### config.mk
export PLATFORM = sky130hd
export DESIGN_NAME = display_scheduler
export DESIGN_NICKNAME = d
export VERILOG_FILES = /design/src/rtl/display_scheduler_pkg.sv /design/src/rtl/display_scheduler_hex_to_7seg.sv /design/src/rtl/display_scheduler.sv
export SDC_FILE = /design/constraint.sdc
export NUM_CORES = 1
export LEC_CHECK = 0
export ABC_CLOCK_PERIOD_IN_PS = 3400
export CORE_MARGIN = 1
export CORE_UTILIZATION = 40
export CTS_CLUSTER_DIAMETER = 40
export DETAILED_ROUTE_END_ITERATION = 10
export GPL_ROUTABILITY_DRIVEN = 0
export PLACE_DENSITY = 0.57
export REMOVE_ABC_BUFFERS = 1
export SETUP_SLACK_MARGIN = 0.5
export SYNTH_ARGS = -nofsm -noshare
export SYNTH_HDL_FRONTEND = slang
export SYNTH_SLANG_ARGS = --single-unit
export TNS_END_PERCENT = 30
### constraint.sdc
create_clock -name clock -period 3.4 [get_ports clock]
set_input_delay 0.34 -clock clock [delete_from_list [all_inputs] [get_ports clock]]
set_output_delay 0.34 -clock clock [all_outputs]
set_load 0.005 [all_outputs]
### src/rtl/display_scheduler_pkg.sv
// Shared constants and types for the multiplexed 8-digit 7-segment display scheduler.
// Segment codes are active-low {g,f,e,d,c,b,a}.
package display_scheduler_pkg;

  localparam int DIGITS = 8;
  localparam int PHASES = 8;

  localparam logic [7:0] ANODE_OFF = 8'hFF;
  localparam logic [6:0] SEG_OFF   = 7'h7F;

  // Index 15 is leftmost, so the list reads F down to 0.
  localparam logic [15:0][6:0] SEG_TABLE = {
    7'h0E, 7'h06, 7'h21, 7'h46, 7'h03, 7'h08, 7'h10, 7'h00,
    7'h78, 7'h02, 7'h12, 7'h19, 7'h30, 7'h24, 7'h79, 7'h40
  };

  typedef struct packed {
    logic       valid;
    logic [2:0] addr;
    logic [3:0] data;
  } wr_req_t;

  typedef struct packed {
    logic [DIGITS-1:0] mask;
    logic [2:0]        bright;
  } disp_cfg_t;

  function automatic logic [6:0] seg_code(input logic [3:0] nib);
    return SEG_TABLE[nib];
  endfunction

endpackage

### src/rtl/display_scheduler_hex_to_7seg.sv
// Combinational hex nibble to active-low 7-segment lookup.
module hex_to_7seg
  import display_scheduler_pkg::*;
(
  input  logic [3:0] hex,
  output logic [6:0] seg
);

  assign seg = seg_code(hex);

endmodule

### src/rtl/display_scheduler.sv
// Time-multiplexed 8-digit display scan with PWM brightness and frame-aligned,
// tear-free commit of host-written shadow digits and configuration.
module display_scheduler
  import display_scheduler_pkg::*;
#(
  parameter int PHASE_DIV = 4
) (
  input  logic              clock,
  input  logic              reset,
  input  logic              wr_valid,
  output logic              wr_ready,
  input  logic [2:0]        wr_addr,
  input  logic [3:0]        wr_data,
  input  logic [DIGITS-1:0] cfg_mask,
  input  logic [2:0]        cfg_bright,
  input  logic              commit_req,
  output logic              commit_pending,
  output logic              frame_start,
  output logic [DIGITS-1:0] Anode,
  output logic [6:0]        Cathode
);

  localparam int            PW      = (PHASE_DIV > 1) ? $clog2(PHASE_DIV) : 1;
  localparam logic [PW-1:0] PRE_MAX = PW'(PHASE_DIV - 1);

  // Scan counters
  logic [PW-1:0] prescaler;
  logic [2:0]    phase, digit;
  logic          pre_wrap, phase_wrap, frame_end;

  assign pre_wrap   = (prescaler == PRE_MAX);
  assign phase_wrap = pre_wrap && (phase == 3'(PHASES - 1));
  assign frame_end  = phase_wrap && (digit == 3'(DIGITS - 1));

  always_ff @(posedge clock or posedge reset) begin
    if (reset) begin
      prescaler   <= '0;
      phase       <= '0;
      digit       <= '0;
      frame_start <= 1'b0;
    end else begin
      prescaler   <= pre_wrap ? '0 : prescaler + 1'b1;
      if (pre_wrap)   phase <= phase + 1'b1;
      if (phase_wrap) digit <= digit + 1'b1;
      // Counters read all-zero in the cycle after the frame boundary.
      frame_start <= frame_end;
    end
  end

  // Host write path into shadow storage
  wr_req_t                  wr;
  logic                     wr_fire;
  logic [DIGITS-1:0][3:0]   shadow, active;
  disp_cfg_t                act_cfg;

  assign wr       = '{valid: wr_valid, addr: wr_addr, data: wr_data};
  assign wr_ready = !commit_pending;
  assign wr_fire  = wr.valid && wr_ready;

  always_ff @(posedge clock or posedge reset) begin
    if (reset)        shadow <= '0;
    else if (wr_fire) shadow[wr.addr] <= wr.data;
  end

  // A request seen on the boundary cycle itself only arms the flag, so it
  // lands one frame later instead of racing the copy.
  always_ff @(posedge clock or posedge reset) begin
    if (reset) begin
      commit_pending <= 1'b0;
      active         <= '0;
      act_cfg        <= '0;
    end else if (frame_end && commit_pending) begin
      active         <= shadow;
      act_cfg        <= '{mask: cfg_mask, bright: cfg_bright};
      commit_pending <= 1'b0;
    end else if (commit_req && !commit_pending) begin
      commit_pending <= 1'b1;
    end
  end

  // Output stage
  logic              lit;
  logic [DIGITS-1:0] sel;
  logic [6:0]        seg;

  assign lit = act_cfg.mask[digit] && (phase <= act_cfg.bright);

  for (genvar g = 0; g < DIGITS; g++) begin : g_sel
    assign sel[g] = lit && (digit == 3'(g));
  end

  hex_to_7seg u_seg (
    .hex (active[digit]),
    .seg (seg)
  );

  always_ff @(posedge clock or posedge reset) begin
    if (reset) begin
      Anode   <= ANODE_OFF;
      Cathode <= SEG_OFF;
    end else begin
      Anode   <= ~sel;
      Cathode <= lit ? seg : SEG_OFF;
    end
  end

endmodule

-- After elaboration in Yosys (flattened, before gate mapping)
Memories as Yosys holds them, arrays and structs flattened.
Index checks and enable logic that the tools add are counted.
- memory bits (read-only): 112
- input bits: 22
- output and inout port bits: 18
- memories kept: 1
- bits in latches: 0
- register bits after elaboration: 100
- memory bits (writable): 0
- memory list (name ; depth ; width ; read ports ; clocked after memory_dff ; wr ports ; line ; RTL):
    (name not given) ; 16 ; 7 ; 1 ; 0 ; 0 ; display_scheduler_pkg.sv:29 ; return SEG_TABLE[nib];
- add/sub/neg operators: 3
- divide/modulo/power cells: 0
- reduce and logical (&&, ||, !) cells: 18
- shifts and indexed selects: 0
- equal/unequal tests: 9
- multipliers: 0
- mux-type cells: 12
- order comparisons: 5
- bitwise operators: 1
- operators by type and width (operator ; count):
    $bwmux W32 ; 1
    $eq A3 B3 Y1 const B ; 5
    $logic_and A1 B1 Y1 ; 15
    $mux W7 ; 2
    $bmux W4 S3 ; 1
    $demux W4 S3 ; 1
    $lt A3 B4 Y1 const B ; 2
    $mux W4 ; 2
    $not A8 Y8 ; 1
    $add A3 B1 Y3 const B ; 2
    $eq A3 B2 Y1 const B ; 2
    $lt A4 B5 Y1 const B ; 1
    $bmux W1 S3 ; 1
    $eq A3 B1 Y1 const B ; 1
    $ge A3 B1 Y1 const B ; 1
    $le A3 B3 Y1 ; 1
    $logic_not A3 Y1 ; 1
    $mux W1 ; 3
    $add A2 B1 Y2 const B ; 1
    $eq A2 B2 Y1 const B ; 1
    $mux W2 ; 1
    $reduce_bool A2 Y1 ; 1
    $logic_not A1 Y1 ; 1

-- Depth between registers and ports, before layout
- depth after elaboration: 5
- mapped depth: 11

-- Modules after synthesis
A second synthesis with hierarchy kept.
- cell total of the unflattened synthesis: 325
- area total of the unflattened synthesis: 4819.6 sq um
- modules (own cells, without submodules) (module ; cells an instance ; area an instance (sq um) ; instances):
    display_scheduler ; 290 ; 4549.4 ; 1
    hex_to_7seg ; 35 ; 270.3 ; 1

-- Worst setup path after synthesis
OpenSTA, ideal clock, no wires.
- kind: reg-to-reg
- from: register digit[0]
- to: register Cathode[0]
- stages on the path, launching flop included: 10
- period minus slack after synthesis: 2.084 ns
- required time: 3.315 ns
- path slack: 1.316 ns
- arrival: 1.999 ns
- path buffers: 2
- path through: dfrtp_1 buf_6 buf_12 mux4_2 nand2_1 and2_1 inv_1 ha_1 nor3_1 o31ai_2
- cells in the longest elaborated chain, start to end: 5
- elaborated cells on any way between the ends: 8
- ends and longest elaborated chain (what ; line ; RTL):
    from (decl) ; display_scheduler.sv:28 ; logic [2:0] phase, digit;
    from (signal assigned) ; display_scheduler.sv:44 ; if (phase_wrap) digit <= digit + 1'b1;
    $bmux W4 S3 ; display_scheduler.sv:93 ; .hex (active[digit]),
    $mux W4 (implied by the code) ; display_scheduler.sv:93 ;
    $mem_v2 Z16 W7 ; n/a ;
    $mux W7 (implied by the code) ; display_scheduler_pkg.sv:29 ;
    $mux W7 (*) ; display_scheduler.sv:103 ; Cathode <= lit ? seg : SEG_OFF;
    to (signal assigned) ; display_scheduler.sv:103 ;
    to (decl) ; display_scheduler.sv:20 ; output logic [6:0] Cathode
Every way passes the cells marked *; elsewhere a longest branch is shown, timed or not. The select of a mux whose other input is x is not followed.
A chain may end at the register's enable or synchronous reset.

-- Final worst setup path
- from: register digit[0]
- to: register Cathode[4]
Same word-level chain as after synthesis.

==> results.toml <==
[die]
rows = 38
die_height_um = 107
dieWidth_um = 107
initial_core_util_pct = 41.0
ios = 40
coreArea_sq_um = 10800
die-area_sq_um = 11500

[logic_synthesis]
yosys-top-cells-area = "dfrtp_1, mux2_2, dfstp_2"
netlist_instances = 303
synth_warnings = 0
synth_largest_area_cell = "dfrtp_1"
ys_types = 41
syn-cell-area_sq_um = 4440
seq_area_frac_synth_pct = 56.8
ys_ff_latch = 100
yosys.area.top_type_share_pct = 47.9
avgSynthCellArea_sq_um = 14.7

[clock_tree]
path_clk_slew_ns = 0.09
clk_path_buf_depth = 2
htree_num_levels = 3
tritoncts = "built"
cts-hold-fix-buffers = 0
clockRootBuffer = "clkbuf_8"
cts_buffers = 9
post_cts_resized = 0
post_cts_buffers = 0
cts.sinks = 100
clk_latency_ns = 0.36

[grt]
grt_max_degree = 101
track_usage_pct = 15.3
grt_pass1_wl_mm = 13.0
grt-ovfl-total = 0
antenna_found_initial = 0
grt_pass1_vias = 2412

[pwr]
peakVddDrop_mv = 0.233
p_per_area_nw_per_um2 = 405
leakage_nw = 2.44

[outcome]
status = "complete, no violations"

[place]
dp.cells = 477
dp_hpwl_mm = 5.58
port_buffers = 39

[layout]
diodes = 0
drive_gt1_share_pct = 34.3
fill_cells = 982
final_util_pct = 47.9
area_growth_pct = 16.9
multi_input_area_sq_um = 1810
final_cells = 493
layout.nets = 388
regArea_sq_um = 2520

[routing]
drc = 0
first_iter_violations = 73
avgViaCountPerCell = 5.07
first_pass_iters = 4
drt-total-wl_mm = 8.02
num_vias = 2498
post_drt_wl_per_cell_um = 16.3
antenna_left = 0

[job]
cap_violations = 0

[timing]
clock.fmax_mhz = 411
max_slew.worst_pin.slew_ns = 1.02
timing.hold.ws_ns = 0.431
max-slew-margin-rel_pct = 31.8
layout_min_cycle_time_ns = 2.43
drv_slew = 0
hold_viol = 0
finClkSkew_ns = 0.0101
setup_viol = 0
rsz0062_at_grt = "no"
min_period_over_period_pct = 71.6
tns_ns = 0

[critical_path]
critPathLaunchType = "flop"
critical_path_class = "flop to flop"
critPathArrivalTime_ns = 2.66
end_kind = "flop"
worst-path-max-fanout = 10
crit_required_ns = 3.63

[min_path]
hold_path_class = "input pin to async pin"
-- per-stage QoR --
step	worst slack [ns]	power [mW]	instance area, sq um
after floorplan	0.466	1.30	4370
after global placement	1.01	1.36	4980
after detailed placement	0.934	1.37	4980
after CTS	0.908	2.14	5190
after global routing	0.658	2.19	5190
final	0.966	2.10	5190
-- placed cells by master (no fill, tap or decap), types with 3 or more instances in the layout --
cell type         n
buf_4             3
nor2b_1           4
nor2_1            7
inv_1             8
dfstp_2          15
nand3_1           7
mux2i_1           6
clkbuf_8         11
mux2_1            9
mux2_2           70
a21oi_1           5
nor3b_1           3
o221ai_1          4
dfrtp_1          85
ha_1             18
mux4_2            7
clkdlybuf4s50_1  39
nand2_1          17
-- routing by layer --
layer  vias to the layer above  wire [um]  track usage (%)  share of wire (%)
met1                      1271       3960             21.5                 49
met3                         7        284             3.81                3.5
met4                         0         96             5.48                1.2
li1                       1175          -                -                  -
met5                         -          0                0                  0
met2                        45       3680             23.1                 46
-- cell families after synthesis --
| kind of cell | synth area share (%) |
|---|---|
| buffers and inverters | 2.48 |
| AOI/OAI and AO/OA | 3.86 |
| xor gates and xnor gates | 0.395 |
| muxes | 26.4 |
| adders and majority gates | 5.07 |
| and+or+nand+nor | 5.02 |
| DFF | 56.8 |
-- flip-flops by register name (all words and copies together), names as in the netlist --
signal / count
digit: 3
Anode: 8
active: 32
commit_pending: 1
prescaler: 2
Cathode: 7
act_cfg: 11
phase: 3
frame_start: 1
shadow: 32
-- where the power goes --
group          switching, mW  internal, mW
registers             0.0123          1.22
clock network          0.383         0.380
logic                 0.0486        0.0565
total                  0.444          1.66
-- Yosys cell counts, drive strengths merged --
master,count
a21o,1
a21oi,6
a22oi,1
a2bb2oi,1
a32oi,1
and2,2
and3,1
buf,8
clkbuf,1
clkinv,1
dfrtp,85
dfstp,15
ha,18
inv,11
mux2,80
mux2i,7
mux4,8
nand2,17
nand3,7
nand3b,2
nand4,1
nor2,7
nor2b,4
nor3,2
nor3b,3
o211ai,3
o21a,1
o21ai,2
o221ai,4
o31ai,1
xnor2,1
xor2,1
-- cell type report --
class / instances / share of cell area (%)
multi-input combinational: 182 / 34.8
sequential: 100 / 48.6
tap: 140 / 3.38
timing repair buffer: 43 / 8.34
inverter: 12 / 0.916
clock inverter: 4 / 0.940
clock buffer: 12 / 2.99
-- worst max-delay path: stages, from the launching register on --
cell and delay, ns:
dfrtp_1 0.70, mux4_1 0.68, mux2i_4 0.27, inv_2 0.09
ha_1 0.26, a21oi_1 0.17, o221ai_1 0.13
-- path summary, 6_finish.rpt --
path / from / to / slack (ns) / cells past startpoint
setup / recovery: digit[0] / Cathode[4] / 0.97 / 6
hold / removal: reset / active[18] / 0.43 / 3
min in group clock: prescaler[0] / prescaler[0] / 0.43 / 1
hold reg to reg: prescaler[0] / prescaler[0] / 0.43 / 1
setup reg to reg: digit[0] / Cathode[4] / 0.97 / 6
max in group asynchronous: reset / active[22] / 2.53 / 3
Power figures use the tool's default switching activity.
